===== src/rtl/tank_pkg.sv =====
// Shared types and constants for the tank game bullet pool: facing directions,
// tank geometry, screen limits and the per-slot bullet record.
package tank_pkg;

  typedef enum logic [2:0] {
    DIR_UP    = 3'd1,
    DIR_RIGHT = 3'd2,
    DIR_LEFT  = 3'd3,
    DIR_DOWN  = 3'd4
  } dir_t;

  localparam int unsigned TANK_SIZE    = 32;
  localparam int unsigned MUZZLE_OFS   = 16;
  localparam int unsigned SCREEN_X_MAX = 639;
  localparam int unsigned SCREEN_Y_MAX = 479;
  localparam int unsigned COORD_W      = 10;
  localparam int unsigned VEL_W        = 4;
  localparam int unsigned LIFE_W       = 8;

  typedef struct packed {
    logic                     active;
    logic                     owner;
    logic [COORD_W-1:0]       x;
    logic [COORD_W-1:0]       y;
    logic signed [VEL_W-1:0]  vx;
    logic signed [VEL_W-1:0]  vy;
    logic [LIFE_W-1:0]        life;
  } slot_t;

  function automatic logic dir_valid(input logic [2:0] dir);
    return (dir >= 3'd1) && (dir <= 3'd4);
  endfunction

  // Muzzle position and velocity for a tank at (tx, ty) facing dir.
  function automatic slot_t spawn_payload(input logic [COORD_W-1:0] tx,
                                          input logic [COORD_W-1:0] ty,
                                          input logic [2:0]         dir,
                                          input logic               owner,
                                          input int unsigned        step,
                                          input int unsigned        life);
    slot_t                   s;
    logic [COORD_W-1:0]      ofs;
    logic [COORD_W-1:0]      size;
    logic signed [VEL_W-1:0] v;
    ofs      = COORD_W'(MUZZLE_OFS);
    size     = COORD_W'(TANK_SIZE);
    v        = VEL_W'(step);
    s        = '0;
    s.active = 1'b1;
    s.owner  = owner;
    s.life   = LIFE_W'(life);
    case (dir)
      DIR_UP: begin
        s.x  = tx + ofs;
        s.y  = ty;
        s.vy = -v;
      end
      DIR_DOWN: begin
        s.x  = tx + ofs;
        s.y  = ty + size;
        s.vy = v;
      end
      DIR_LEFT: begin
        s.x  = tx;
        s.y  = ty + ofs;
        s.vx = -v;
      end
      DIR_RIGHT: begin
        s.x  = tx + size;
        s.y  = ty + ofs;
        s.vx = v;
      end
      default: s.active = 1'b0;
    endcase
    return s;
  endfunction

endpackage


===== src/rtl/bullet_slot.sv =====
// One bullet slot: loads on spawn, advances once per frame tick, and retires on
// hit, lifetime expiry or leaving the screen.
module bullet_slot
  import tank_pkg::*;
#(
  parameter int unsigned X_MAX = SCREEN_X_MAX,
  parameter int unsigned Y_MAX = SCREEN_Y_MAX
) (
  input  logic               Clk,
  input  logic               Reset_n,
  input  logic               frame_tick,
  input  logic               spawn,
  input  slot_t              spawn_slot,
  input  logic               hit,
  output logic               active,
  output logic               owner,
  output logic [COORD_W-1:0] x,
  output logic [COORD_W-1:0] y
);

  localparam int unsigned PosW = COORD_W + 2;
  localparam logic signed [PosW-1:0] XLim = PosW'(X_MAX);
  localparam logic signed [PosW-1:0] YLim = PosW'(Y_MAX);

  slot_t                  slot_q;
  logic signed [PosW-1:0] next_x;
  logic signed [PosW-1:0] next_y;
  logic                   retire;

  // Wider signed arithmetic so a step past either edge is seen, never wrapped.
  always_comb begin
    next_x = $signed({2'b00, slot_q.x}) +
             $signed({{(PosW-VEL_W){slot_q.vx[VEL_W-1]}}, slot_q.vx});
    next_y = $signed({2'b00, slot_q.y}) +
             $signed({{(PosW-VEL_W){slot_q.vy[VEL_W-1]}}, slot_q.vy});
    retire = (slot_q.life <= LIFE_W'(1)) || next_x[PosW-1] || next_y[PosW-1] ||
             (next_x > XLim) || (next_y > YLim);
  end

  always_ff @(posedge Clk or negedge Reset_n) begin
    if (!Reset_n) begin
      slot_q <= '0;
    end else if (slot_q.active) begin
      if (hit) begin
        slot_q.active <= 1'b0;
      end else if (frame_tick) begin
        if (retire) begin
          slot_q.active <= 1'b0;
        end else begin
          slot_q.x    <= next_x[COORD_W-1:0];
          slot_q.y    <= next_y[COORD_W-1:0];
          slot_q.life <= slot_q.life - LIFE_W'(1);
        end
      end
    end else if (spawn) begin
      slot_q <= spawn_slot;
    end
  end

  assign active = slot_q.active;
  assign owner  = slot_q.owner;
  assign x      = slot_q.x;
  assign y      = slot_q.y;

endmodule


===== src/rtl/bullet_pool_arbiter.sv =====
// Shares a pool of bullet slots between two tanks: latches fire presses,
// applies per-player cooldown and hands out free slots once per frame.
module bullet_pool_arbiter
  import tank_pkg::*;
#(
  parameter int unsigned NUM_SLOTS       = 4,
  parameter int unsigned COOLDOWN_FRAMES = 30,
  parameter int unsigned LIFETIME_FRAMES = 120,
  parameter int unsigned STEP            = 2,
  parameter int unsigned X_MAX           = SCREEN_X_MAX,
  parameter int unsigned Y_MAX           = SCREEN_Y_MAX
) (
  input  logic                   Clk,
  input  logic                   Reset_n,
  input  logic                   frame_clk,
  input  logic [1:0]             fire_req,
  input  logic [2:0]             p0_dir,
  input  logic [2:0]             p1_dir,
  input  logic [9:0]             p0_x,
  input  logic [9:0]             p0_y,
  input  logic [9:0]             p1_x,
  input  logic [9:0]             p1_y,
  input  logic [NUM_SLOTS-1:0]   slot_hit,
  output logic [1:0]             fire_grant,
  output logic [NUM_SLOTS-1:0]   slot_active,
  output logic [NUM_SLOTS-1:0]   slot_owner,
  output logic [10*NUM_SLOTS-1:0] slot_x,
  output logic [10*NUM_SLOTS-1:0] slot_y,
  output logic                   pool_full
);

  localparam int unsigned IdxW = $clog2(NUM_SLOTS);
  localparam int unsigned CdW  = (COOLDOWN_FRAMES > 0) ? $clog2(COOLDOWN_FRAMES + 1) : 1;

  logic [2:0]            frame_sync_q;
  logic                  frame_tick;
  logic [1:0]            fire_req_q;
  logic [1:0]            fire_rise;
  logic [1:0]            pending_q, pending_d;
  logic [1:0][CdW-1:0]   cooldown_q, cooldown_d;
  logic                  rr_q, rr_d;
  logic [1:0]            fire_grant_q, grant_d;
  logic [1:0]            dir_ok, want;
  logic [NUM_SLOTS-1:0]  active_vec, spawn_vec, spawn_owner;
  logic [IdxW-1:0]       first_idx, second_idx;
  logic [IdxW-1:0]       sel [2];
  logic                  have_first, have_second;
  slot_t                 payload [2];

  // Bits [1:0] synchronise frame_clk, bit [2] is the previous value for edge detect.
  assign frame_tick = frame_sync_q[1] & ~frame_sync_q[2];
  assign fire_rise  = fire_req & ~fire_req_q;

  assign payload[0] = spawn_payload(p0_x, p0_y, p0_dir, 1'b0, STEP, LIFETIME_FRAMES);
  assign payload[1] = spawn_payload(p1_x, p1_y, p1_dir, 1'b1, STEP, LIFETIME_FRAMES);

  always_comb begin
    first_idx   = '0;
    second_idx  = '0;
    have_first  = 1'b0;
    have_second = 1'b0;
    for (int unsigned i = 0; i < NUM_SLOTS; i++) begin
      if (!active_vec[i]) begin
        if (!have_first) begin
          first_idx  = IdxW'(i);
          have_first = 1'b1;
        end else if (!have_second) begin
          second_idx  = IdxW'(i);
          have_second = 1'b1;
        end
      end
    end
  end

  always_comb begin
    dir_ok  = {dir_valid(p1_dir), dir_valid(p0_dir)};
    want    = pending_q & dir_ok;
    grant_d = '0;
    sel[0]  = first_idx;
    sel[1]  = first_idx;
    rr_d    = rr_q;
    if (frame_tick) begin
      if (&want) begin
        if (have_second) begin
          grant_d = 2'b11;
          sel[1]  = second_idx;
        end else if (have_first) begin
          grant_d[rr_q] = 1'b1;
          rr_d          = ~rr_q;
        end
      end else if (have_first) begin
        grant_d = want;
      end
    end
    for (int unsigned i = 0; i < NUM_SLOTS; i++) begin
      spawn_owner[i] = grant_d[1] && (sel[1] == IdxW'(i));
      spawn_vec[i]   = (grant_d[0] && (sel[0] == IdxW'(i))) || spawn_owner[i];
    end
  end

  always_comb begin
    pending_d  = pending_q;
    cooldown_d = cooldown_q;
    for (int p = 0; p < 2; p++) begin
      if (frame_tick) begin
        // A pending shot with no valid facing is discarded, not deferred.
        if (grant_d[p] || !dir_ok[p]) pending_d[p] = 1'b0;
        if (grant_d[p]) begin
          cooldown_d[p] = CdW'(COOLDOWN_FRAMES);
        end else if (cooldown_q[p] != '0) begin
          cooldown_d[p] = cooldown_q[p] - CdW'(1);
        end
      end
      if (fire_rise[p] && (cooldown_q[p] == '0) && !grant_d[p]) pending_d[p] = 1'b1;
    end
  end

  always_ff @(posedge Clk or negedge Reset_n) begin
    if (!Reset_n) begin
      frame_sync_q <= '0;
      fire_req_q   <= '0;
      pending_q    <= '0;
      cooldown_q   <= '0;
      rr_q         <= 1'b0;
      fire_grant_q <= '0;
    end else begin
      frame_sync_q <= {frame_sync_q[1:0], frame_clk};
      fire_req_q   <= fire_req;
      pending_q    <= pending_d;
      cooldown_q   <= cooldown_d;
      rr_q         <= rr_d;
      fire_grant_q <= grant_d;
    end
  end

  for (genvar i = 0; i < NUM_SLOTS; i++) begin : g_slot
    bullet_slot #(
      .X_MAX(X_MAX),
      .Y_MAX(Y_MAX)
    ) u_slot (
      .Clk        (Clk),
      .Reset_n    (Reset_n),
      .frame_tick (frame_tick),
      .spawn      (spawn_vec[i]),
      .spawn_slot (spawn_owner[i] ? payload[1] : payload[0]),
      .hit        (slot_hit[i]),
      .active     (active_vec[i]),
      .owner      (slot_owner[i]),
      .x          (slot_x[10*i +: 10]),
      .y          (slot_y[10*i +: 10])
    );
  end

  assign slot_active = active_vec;
  assign fire_grant  = fire_grant_q;
  assign pool_full   = &active_vec;

endmodule


===== config.mk =====
export PLATFORM = sky130hd
export DESIGN_NAME = bullet_pool_arbiter
export DESIGN_NICKNAME = d
export VERILOG_FILES = /design/src/rtl/tank_pkg.sv /design/src/rtl/bullet_slot.sv /design/src/rtl/bullet_pool_arbiter.sv
export SDC_FILE = /design/constraint.sdc
export NUM_CORES = 1
export LEC_CHECK = 0
export CAP_MARGIN = 20
export CORE_ASPECT_RATIO = 1.4
export CORE_UTILIZATION = 60
export CTS_BUF_LIST = sky130_fd_sc_hd__clkbuf_4
export CTS_CLUSTER_SIZE = 14
export DETAILED_ROUTE_END_ITERATION = 8
export PLACE_DENSITY = 0.84
export SYNTH_ARGS = -nofsm -noshare
export SYNTH_HDL_FRONTEND = slang
export SYNTH_SLANG_ARGS = --single-unit

===== constraint.sdc =====
create_clock -name Clk -period 4.5 [get_ports Clk]
set_clock_uncertainty 0.1 [all_clocks]
set_input_delay 1.35 -clock Clk [delete_from_list [all_inputs] [get_ports Clk]]
set_output_delay 1.35 -clock Clk [all_outputs]
set_load 0.01 [all_outputs]

==> flow_summary.yaml, run 1 <==
synthesis:
  synth.most_common_cell: "nor2_1"
  synth_xor_area_share_pct: 4.81
  syn_inst: 1673
  synth_top_cell_by_area: "dfrtp_1"
  yosysWarnings: 0
  synth_seq_cells: 156
  synth_top_family_by_area: "compound AO/OA/AOI/OAI gates"
  async_flop_share_pct: 100
  synth-edff-count: 0
  synth_top_flop_cell: "dfrtp_1"
  synth_nets: 1839
  synth_adder_area_share_pct: 10.5
  synth.avg_cell_area_sq_um: 8.27
  synth_compound_area_share_pct: 25.1
  synth-simple-area-share_pct: 19.8
  synth_cell_types: 90
  synth_top_area_share_pct: 28.2
  synth_area_sq_mm: 0.0138
  synthMuxAreaShare_pct: 2.15
  ys_seq_area_share_pct: 28.2
  synth_commonest_cells: "nor2_1, dfrtp_1, a21oi_1"
  synth_area_leaders: "dfrtp_1, ha_1, buf_4"
pwr:
  intPower_uw: 3450
  p_switching_uw: 2420
  clockPowerShare_pct: 16.9
  peakVddDrop_v: 0.000275
  p_leak_uw: 0.00718
  finalPower_uw: 5870
  switching_share_pct: 41.3
  combPwrFrac_pct: 47.5
  power_frac_seq_pct: 35.6
  power_density_mw_per_mm2: 372
clocking:
  cts_resized: 0
  cts_buffer_depth: 2
  clkLatencyLatePin_ps: 620
  cts-root-buf: "clkbuf_4"
  htree_num_levels: 4
  path_clk_slew_ps: 140
  clock_sinks: 156
  cts_tree: "done"
  cts_made_buffers: 17
  post-cts-setup-buffer-count: 0
  cts_hold_buffers: 0
die:
  initial_core_util_pct: 61.2
  dieArea_sq_mm: 0.0237
  core.rowCount: 65
  dieWidth_um: 130
  pin_count: 146
  die_y_um: 182
  core_area_sq_mm: 0.0226
timing:
  slew_viol_final: 0
  worst_pin_slew_ps: 792
  hold_viol_final: 0
  rsz0062_at_grt: "false"
  setup_viol: 0
  max_clock_freq_mhz: 249
  slew_headroom_pct: 47.2
  fin_crit_sh_pct: 89.4
  min_period_ps: 4020
  tns_ps: 0
  holdWs_ps: 275
route:
  totalWireLength_um: 43100
  vias_per_cell: 6.46
  drtAntennaViolNets: 0
  first_pass_iters: 6
  wire_per_inst_um: 20.7
  vias: 13500
  drt_iter0_drc: 1117
  drc: 0
status:
  status: "finished clean"
critical_path:
  start_kind: "flop"
  critPathArrivalTime_ps: 4460
  r2r_slack_ps: 480
  required_ps: 4940
  r2r-start: "g_slot[1].u_slot.slot_q[10]"
  crit_start: "g_slot[1].u_slot.slot_q[10]"
  worstSetupPathType: "reg -> reg"
  worstPathMaxFanout: 31
  crit_path_end_kind: "flop"
global_routing:
  grt_pass1_wl_um: 67300
  grt-ovfl-total: 0
  grt_use_total_pct: 37.1
  use_met1_pct: 46.3
  grt_max_degree: 83
  grt.busiest_layer: "met2"
  antenna_found_initial: 1
  grt_use_met3_pct: 5.75
  grtUsageMet2_pct: 60.7
  grt_pass1_vias: 12800
placed_design:
  gp_congestion: 1.06
  place.port_buffers: 145
  postPlaceCellArea_sq_mm: 0.0155
  hpwl_um: 32400
job:
  max_cap_violations: 0
layout:
  final_util_pct: 69.8
  layout.nets: 1935
  fillCellCount: 1915
  fin_area_sq_mm: 0.0158
  layout-drive-gt1-share_pct: 10.1
  area_growth_pct: 14.1
worst_hold_path:
  hp-class: "reg -> reg"
  min_from: "frame_sync_q[0]"
-- cells by family (layout without fill, tap and decap cells) --
| kind of cell | after synthesis | after routing |
|---|---|---|
| buf+inv | 248 | 357 |
| xor+xnor | 76 | 76 |
| mux | 29 | 29 |
| other cells | 0 | 1 |
| compound gates | 510 | 510 |
| fa+ha+maj | 111 | 111 |
| simple gates | 543 | 543 |
| flops | 156 | 156 |
-- routing by layer --
| layer | vias to the layer above | routed length [um] | part of all wire [%] |
|---|---|---|---|
| met5 | - | 0 | 0 |
| met4 | 0 | 2570 | 6.0 |
| met3 | 162 | 3120 | 7.2 |
| met2 | 594 | 20400 | 47 |
| met1 | 6451 | 16900 | 39 |
| li1 | 6249 | - | - |
-- cells in the final DEF (no fill, tap or decap), drive strengths merged, types with 24 or more instances in the layout --
cell,instances
xor2,24
dfrtp,156
nor2,175
a31oi,34
nand3,55
nor3,29
xnor2,52
o21ai,95
nand2,116
a21oi,123
a21o,32
a211oi,36
clkdlybuf4s50,144
buf,102
inv,86
ha,103
-- critical path: stages, from the launching register on --
cell and delay, ps:
dfrtp_1 720, ha_1 350, a211oi_1 460, o21ai_1 170
and3_1 220, a211o_1 300, a32o_1 260, or4b_4 740
nand2_2 350, nor2_1 70, nor3_1 200
-- metrics by stage --
step,setup slack (ps),cells
final,477,2084
after global routing,224,2084
after CTS,488,2083
after detailed placement,-73.8,2051
after global placement,-1.17,2051
after floorplan,553,1673
-- state kept, by name, summed over array words and instances (netlist names) --
name                  flops
fire_grant                2
rr_q                      1
cooldown_q               10
frame_sync_q              3
g_slot.u_slot.active      4
g_slot.u_slot.x          40
pending_q                 2
g_slot.u_slot.y          40
g_slot.u_slot.owner       4
g_slot.u_slot.slot_q     48
fire_req_q                2
-- power by group through the flow --
| stage | Clock (uW) | Sequential [uW] | Combinational (uW) |
|---|---|---|---|
| after floorplan | 0 | 1980 | 2040 |
| after global placement | 0 | 2090 | 2640 |
| after detailed placement | 0 | 2110 | 2730 |
| after CTS | 998 | 2080 | 2760 |
| after global routing | 1050 | 2130 | 3060 |
| final | 994 | 2090 | 2790 |
-- cell type report --
class	instances	area (sq um)	area share, %
antenna	1	2.50	0.0158
clock buffer	18	135	0.856
clock inverter	14	181	1.15
inverter	79	297	1.88
multi-input combinational	1269	8620	54.6
sequential	156	3900	24.7
tap	301	377	2.39
timing repair buffer	246	2270	14.4
-- worst paths after layout --
check / endpoint / cells after the start
max: g_slot[1].u_slot.y[2] / 10
min: frame_sync_q[1] / 0
max reg2reg: g_slot[1].u_slot.y[2] / 10
min reg2reg: frame_sync_q[1] / 0
max in group asynchronous: g_slot[1].u_slot.slot_q[6] / 2
min in group asynchronous: g_slot[2].u_slot.y[5] / 1
(Power assumes the default switching activity.)
==> inputs of run 2 (changes only) <==
- CORE_UTILIZATION: 60 -> 61
- PLACE_DENSITY: 0.84 -> 0.83
- SYNTH_HIERARCHICAL: default -> 1
==> flow_summary.yaml, run 2 <==
timing:
  worst_pin_slew_ps: 921
  fin_crit_sh_pct: 87.8
  setup_viol: 0
  min_period_ps: 3950
  holdWs_ps: 286
  slew_headroom_pct: 37.9
  slew_viol_final: 0
  rsz0062_at_grt: "false"
  max_clock_freq_mhz: 253
  hold_viol_final: 0
die:
  dieWidth_um: 144
  core.rowCount: 72
  pin_count: 146
  dieArea_sq_mm: 0.0287
  die_y_um: 200
  initial_core_util_pct: 62.1
  core_area_sq_mm: 0.0276
placed_design:
  gp_congestion: 1.00
  place.port_buffers: 145
  postPlaceCellArea_sq_mm: 0.0187
  hpwl_um: 38600
clocking:
  cts_buffer_depth: 2
  cts_hold_buffers: 0
  clock_sinks: 172
  cts_made_buffers: 17
  cts_resized: 0
  htree_num_levels: 4
  path_clk_slew_ps: 150
  cts-root-buf: "clkbuf_4"
  clkLatencyLatePin_ps: 650
  cts_tree: "done"
  post-cts-setup-buffer-count: 0
pwr:
  power_frac_seq_pct: 32.2
  power_density_mw_per_mm2: 384
  peakVddDrop_v: 0.000447
  finalPower_uw: 7280
  clockPowerShare_pct: 12.0
  combPwrFrac_pct: 55.7
  p_leak_uw: 0.00872
  intPower_uw: 4010
  switching_share_pct: 45.0
  p_switching_uw: 3280
synthesis:
  synth.avg_cell_area_sq_um: 8.62
  synth_area_leaders: "dfrtp_1, ha_1, mux2i_1"
  synth_top_area_share_pct: 25.1
  yosysWarnings: 6
  syn_inst: 1985
  synth_top_flop_cell: "dfrtp_1"
  ys_seq_area_share_pct: 25.1
  synth_area_sq_mm: 0.0171
  synth_top_cell_by_area: "dfrtp_1"
  synth_cell_types: 102
  async_flop_share_pct: 100
  synth-edff-count: 0
  synth_seq_cells: 172
  synth_commonest_cells: "nand2_1, dfrtp_1, mux2i_1"
  synth.most_common_cell: "nand2_1"
critical_path:
  crit_path_end_kind: "flop"
  worstSetupPathType: "reg -> reg"
  critPathArrivalTime_ps: 4360
  worstPathMaxFanout: 19
  required_ps: 4900
  start_kind: "flop"
route:
  first_pass_iters: 5
  vias: 15700
  wire_per_inst_um: 20.6
  vias_per_cell: 6.36
  drtAntennaViolNets: 0
  totalWireLength_um: 50800
  drt_iter0_drc: 1169
  drc: 0
layout:
  largest_reg_flops: 64
  fin_area_sq_mm: 0.0189
  multi_input_area_sq_mm: 0.0114
  seqCellArea_sq_mm: 0.00430
  layout_common_cells: "nand2_1, dfrtp_1, clkdlybuf4s50_1"
  reg.largest.list: "g_slot.u_slot/slot_q: 64 flops, g_slot.u_slot/x: 40 flops, g_slot.u_slot/y: 40 flops"
  fillCellCount: 2306
  mostFrequentLayoutCell: "nand2_1"
  area_growth_pct: 10.7
  top_register: "g_slot.u_slot/slot_q"
  layout.nets: 2264
  layout-drive-gt1-share_pct: 10.1
global_routing:
  grt_pass1_vias: 15500
  antenna_found_initial: 3
  grt-ovfl-total: 0
  grt_max_degree: 68
  grt_pass1_wl_um: 80700
  grt_use_total_pct: 36.2
job:
  max_cap_violations: 0
worst_hold_path:
  hp-class: "reg -> reg"
status:
  status: "finished clean"
==> run 2: cell count changes after synthesis, moves of 16 or more <==
cell	delta
mux2i_1	+114
o21ai_0	-30
a211oi_1	+37
nand3_1	-21
nand2_1	+111
nor2_1	-55
a31oi_1	-18
nor2b_1	+37
o221ai_1	+18
dfrtp_1	+16
inv_1	+21
==> run 2: cell families (layout without fill, tap and decap cells) <==
family	count (synthesis)	after routing	synth area share, %
AO/OA/AOI/OAI	519	519	23.1
XOR/XNOR	86	86	4.45
adder cells (fa/ha/maj)	121	121	9.20
buffers and inverters	283	358	9.05
flip-flops	172	172	25.1
multiplexers	159	159	9.50
other	2	41	0.0439
AND/OR/NAND/NOR	643	643	19.5
==> run 2: per-stage QoR <==
stage	worst slack, ps	instances	TNS [ps]	utilization (%)
floorplan	165	2023	0	-
global placement	-19.4	2439	-23.8	67.9
detailed placement	-36.8	2439	-224	67.9
CTS	544	2468	0	68.7
global route	359	2469	0	68.7
finish	548	2469	0	68.7
==> run 2: path summary, 6_finish.rpt <==
| kind | start | slack, ps | depth (start not counted) | endpoint |
|---|---|---|---|---|
| worst max-delay path | g_slot[3].u_slot/x[0] | 550 | 12 | g_slot[3].u_slot/slot_q[1] |
| worst max register to register | g_slot[3].u_slot/x[0] | 550 | 12 | g_slot[3].u_slot/slot_q[1] |
| worst min register to register | frame_sync_q[0] | 290 | 0 | frame_sync_q[1] |
| max in group asynchronous | Reset_n | 3050 | 2 | fire_grant[0] |
| worst min-delay path | frame_sync_q[0] | 290 | 0 | frame_sync_q[1] |
| min in group asynchronous | Reset_n | 500 | 1 | g_slot[2].u_slot/slot_q[6] |
==> run 2: metal layers <==
layer / vias to the layer above / GRT usage, % / routed length, um
li1: 7329 / - / -
met1: 7558 / 43.2 / 19300
met2: 624 / 58.9 / 24400
met3: 200 / 7.05 / 3770
met4: 0 / 23.2 / 3210
met5: - / 0 / 0
==> run 2: cell type report <==
type / instances / share of cell area (%)
Timing Repair Buffer: 223 / 11.2
Antenna cell: 1 / 0.0132
Tap cell: 370 / 2.44
Multi-Input combinational cell: 1568 / 60.2
Inverter: 106 / 2.11
Sequential cell: 172 / 22.7
Clock inverter: 11 / 0.555
Clock buffer: 18 / 0.713
==> run 2: worst max-delay path, cell delays in order, from the launching register on <==
cell and delay (ps):
dfrtp_1 460, ha_1 250, inv_1 90, fa_1 250, nor2b_4 60, o2111ai_1 320
a21oi_1 160, or4_1 480, mux2i_1 310, nand4_4 220, or2_1 550, nand2_1 390
o221ai_1 180
==> run 2: power groups by stage <==
stage	Clock (uW)	Sequential (uW)	Combinational, uW
after global placement	0	2350	3880
after global routing	943	2400	4440
after detailed placement	0	2360	4010
after CTS	889	2340	4030
after floorplan	0	2200	3140
final	877	2350	4060
